## src/rtl/onehot_encoder_pipe.sv

```systemverilog
// onehot_encoder_pipe: registered one-hot / priority bit-index encoder with a
// valid/ready handshake on both sides (latency 1, throughput 1 per cycle).
// PRIORITY=0 accepts only exactly-one-bit inputs. PRIORITY=1 reports the
// lowest set bit. Invalid inputs produce INVALID_CODE with out_err=1.
// Optional feature: define ONEHOT_ENCODER_ERRCNT_EN to add a saturating
// 16-bit error counter with ports err_clr / err_count.
module onehot_encoder_pipe #(
    parameter int                WIDTH        = 32,
    parameter int                OUT_W        = 5,
    parameter int                PRIORITY     = 0,
    parameter logic [OUT_W-1:0]  INVALID_CODE = '1
) (
    input  logic              clock,
    input  logic              reset,
    input  logic              in_valid,
    output logic              in_ready,
    input  logic [WIDTH-1:0]  in_vec,
    output logic              out_valid,
    input  logic              out_ready,
    output logic [OUT_W-1:0]  out_code,
    output logic              out_err
`ifdef ONEHOT_ENCODER_ERRCNT_EN
    ,
    input  logic              err_clr,
    output logic [15:0]       err_count
`endif
);

    logic              valid_q, valid_d;
    logic [OUT_W-1:0]  code_q, code_d;
    logic              err_q, err_d;

    logic              accept;
    logic              any_set;
    logic              multi_set;
    logic              enc_ok;
    logic [OUT_W-1:0]  low_idx;

    // The output stage is free when empty or being drained this cycle.
    assign in_ready = !valid_q || out_ready;
    assign accept   = in_valid && in_ready;

    // Lowest set-bit index; scanning downward lets the lowest bit win.
    always_comb begin
        low_idx = '0;
        any_set = 1'b0;
        for (int i = WIDTH - 1; i >= 0; i--) begin
            if (in_vec[i]) begin
                low_idx = OUT_W'(i);
                any_set = 1'b1;
            end
        end
    end

    // Clearing the lowest set bit leaves something only if two or more were set.
    assign multi_set = |(in_vec & (in_vec - WIDTH'(1)));
    assign enc_ok    = (PRIORITY != 0) ? any_set : (any_set && !multi_set);

    // Output register next state: load on accept, drop valid when drained.
    always_comb begin
        valid_d = valid_q;
        code_d  = code_q;
        err_d   = err_q;
        if (accept) begin
            valid_d = 1'b1;
            code_d  = enc_ok ? low_idx : INVALID_CODE;
            err_d   = !enc_ok;
        end else if (out_ready) begin
            valid_d = 1'b0;
        end
    end

    // Output register; reset discards any held result.
    always_ff @(posedge clock) begin
        if (reset) begin
            valid_q <= 1'b0;
            code_q  <= '0;
            err_q   <= 1'b0;
        end else begin
            valid_q <= valid_d;
            code_q  <= code_d;
            err_q   <= err_d;
        end
    end

    assign out_valid = valid_q;
    assign out_code  = code_q;
    assign out_err   = err_q;

`ifdef ONEHOT_ENCODER_ERRCNT_EN
    logic [15:0] cnt_q, cnt_d;

    // Count accepted invalid inputs, saturating; clear beats increment.
    always_comb begin
        cnt_d = cnt_q;
        if (err_clr) begin
            cnt_d = '0;
        end else if (accept && !enc_ok && (cnt_q != 16'hFFFF)) begin
            cnt_d = cnt_q + 16'd1;
        end
    end

    // Error counter register.
    always_ff @(posedge clock) begin
        if (reset) begin
            cnt_q <= '0;
        end else begin
            cnt_q <= cnt_d;
        end
    end

    assign err_count = cnt_q;
`endif

endmodule

```

## config.mk

```make
export PLATFORM = sky130hd
export DESIGN_NAME = onehot_encoder_pipe
export DESIGN_NICKNAME = d
export VERILOG_FILES = /design/src/rtl/onehot_encoder_pipe.sv
export SDC_FILE = /design/constraint.sdc
export NUM_CORES = 1
export LEC_CHECK = 0
export CAP_MARGIN = 20
export CORE_ASPECT_RATIO = 1.25
export CORE_MARGIN = 4
export CORE_UTILIZATION = 45
export CTS_CLUSTER_SIZE = 10
export DETAILED_ROUTE_END_ITERATION = 10
export PLACE_DENSITY = 0.81
export RECOVER_POWER = 100
export SLEW_MARGIN = 20
export SYNTH_ARGS = -nofsm -noshare
export SYNTH_HDL_FRONTEND = slang
export SYNTH_SLANG_ARGS = --single-unit
export TNS_END_PERCENT = 30
```

## constraint.sdc

```tcl
create_clock -name clock -period 7.51 [get_ports clock]
set_clock_uncertainty 0.15 [all_clocks]
set_input_delay 1.502 -clock clock [delete_from_list [all_inputs] [get_ports clock]]
set_output_delay 1.502 -clock clock [all_outputs]
set_load 0.03 [all_outputs]
```

==> impl_metrics.ini <==
[die]
die_h_um = 60.6
io_pins = 44
start_util_pct = 48.7
die_w_um = 50.1
core-area_mm2 = 0.00205
die-area_mm2 = 0.00304
num_rows = 18

[synth]
synthTopCellsByCount = nor2_1 (32), a21oi_1 (14), inv_1 (11)
ys_types = 36
synth_seq_area_share_pct = 14.1
ys_async_sr_fraction_pct = 0
yosysWarnings = 0
yosysMostFrequentCell = nor2_1
syn_inst = 150
synth_edf_count = 0
yosysTopAreaCell = dfxtp_1
synth_area_leaders = dfxtp_1 (14%), nor2_1 (12%), a21oi_1 (7.0%), nor4_4 (6.4%), o21a_1 (5.3%)
netlist_area_um2 = 997
synth-seq-cells = 7
avgSynthCellArea_um2 = 6.65
synth_fp_nets = 186
netlist.area_leader.share_pct = 14.1
synth-main-ff-cell = dfxtp_1

[layout]
fin_util_pct = 72.4
area_growth_pct = 48.8
antennaDiodeCount = 0
multi_input_area_um2 = 808
n_fill_cell = 171
drive_gt1_share_pct = 5.13
seq_area_um2 = 140
fin_nets = 232

[critical_path]
worstReg2RegEnd = out_code[1]
endpoint_kind = primary output
critPathLaunchType = input port
r2r-start = out_valid
critPathRequiredTime_ns = 5.86
crit_fanout = 3
regToRegSetupSlack_ns = 5.38
cp.arrival_ns = 2.84
reg2regPathDepth = 7
critPathKind = input port to primary output

[cts]
numCtsBuffers = 3
hold_buffers = 0
clkTransAtPathRegs_ns = 0.05
cts_tree = done
cts-htree-levels = 1
clock_latency_ns = 0.25
clockBufferDepth = 2
cts_resized = 0
post-cts-setup-buffers = 0
clock-sinks = 7
cts-root-buf = clkbuf_4

[place]
dp_worst_setup_slack_ns = 3.07
dp_hpwl_um = 2720
gp_congestion = 0.919
portBuffers = 43

[timing]
relSlewSlack_pct = 34.0
fin_crit_ns = 4.49
tightest_slew_ns = 0.981
post-route-period-util_pct = 59.8
fin_tns_setup_ns = 0
timing_hold_violations_final = 0
final-setup-viol-count = 0
drv_slew = 0
worst_slack_ns = 3.02
clock.fmax_mhz = 223
rsz0062_at_grt = false

[hold_path]
worst_hold_path.endpoint = out_valid
hold_depth = 2
hp-start = out_valid
hp-class = register to register

[power]
leakage_nw = 0.518
fin_total_pwr_uw = 141
power.density_mw_per_mm2 = 95.0
irDropWorstVdd_mv = 0.131

[route]
wl_per_cell_um = 14.6
vias_per_cell = 5.93
initialDrtViolationCount = 45
route.detailed.drc = 0
totalWireLength_um = 3280
first_pass_iters = 4
vias = 1334
drtAntennaViolNets = 0

[job]
drv_cap = 0

[global_route]
first_global_vias = 1271
grt_max_degree = 10
grt.overflow.total = 0
grt_pass1_wl_um = 5350
grt_use_total_pct = 22.3
antenna_found_initial = 0

[status]
status = complete, no violations
## where the power goes
part	leakage, nW	switching (mW)	internal, mW
clock network	0.0150	0.0128	0.0202
registers	0.0586	0.00124	0.0401
logic	0.445	0.0353	0.0313
total	0.518	0.0493	0.0916
## through the flow
stage / std cells / hold slack [ns] / cell area, um^2
2_1_floorplan: 150 / 0.538 / 997
6_report: 225 / 0.370 / 1480
3_3_place_gp: 221 / 0.347 / 1460
3_5_place_dp: 221 / 0.383 / 1460
4_1_cts: 225 / 0.390 / 1480
5_1_grt: 225 / 0.426 / 1480
## worst max-delay path: stages
cell             delay, ns
clkdlybuf4s50_1       0.46
nand2b_1              0.13
dlygate4sd3_1         0.75
## worst max-delay path by stage
stage                     startpoint     endpoint  slack (ns)  depth (start not counted)
after floorplan           in_vec[12]  out_code[0]        3.93                          6
after detailed placement   out_ready     in_ready        3.07                          3
final                      out_ready     in_ready        3.02                          3
after CTS                  out_ready     in_ready        3.07                          3
after global placement     out_ready     in_ready        3.11                          3
after global routing      in_vec[27]  out_code[0]        2.95                          8
## cell type report
class | instances | area share, %
Multi-Input combinational cell | 130 | 54.5
Clock buffer | 4 | 1.77
Timing Repair Buffer | 43 | 29.0
Inverter | 11 | 2.78
Sequential cell | 7 | 9.44
Tap cell | 30 | 2.53
## routing by layer
| layer | share of wire, % | GRT usage (%) |
|---|---|---|
| met1 | 39 | 22.4 |
| met2 | 52 | 43.8 |
| met3 | 6.3 | 4.18 |
| met4 | 2.7 | 10.7 |
| met5 | 0 | 0 |
## layout by cell type, fill, tap and decap left out, types with 3 or more instances in the layout
| cell | n |
|---|---|
| clkdlybuf4s50_1 | 33 |
| nor2_1 | 32 |
| a21oi_1 | 14 |
| inv_1 | 11 |
| nor3_1 | 10 |
| dlygate4sd3_1 | 10 |
| nor4_1 | 7 |
| nand2_1 | 7 |
| o21a_1 | 7 |
| dfxtp_1 | 7 |
| o21ai_0 | 6 |
| or4_1 | 4 |
| nor4_4 | 3 |
| a31oi_1 | 3 |
| o22ai_1 | 3 |
| or3_1 | 3 |
| o31ai_1 | 3 |
| clkbuf_4 | 3 |
## sequential cells by signal, summed over array words and instances (netlist names)
signal     cells
out_valid      1
out_err        1
out_code       5
## kinds of logic after synthesis
kind of cell | share of synthesized area (%)
muxes | 2.01
buffers and inverters | 4.89
and+or+nand+nor | 44.4
DFF | 14.1
AOI/OAI and AO/OA | 32.6
adders and majority gates | 2.01
No activity file was read; power rests on OpenSTA's default activity.
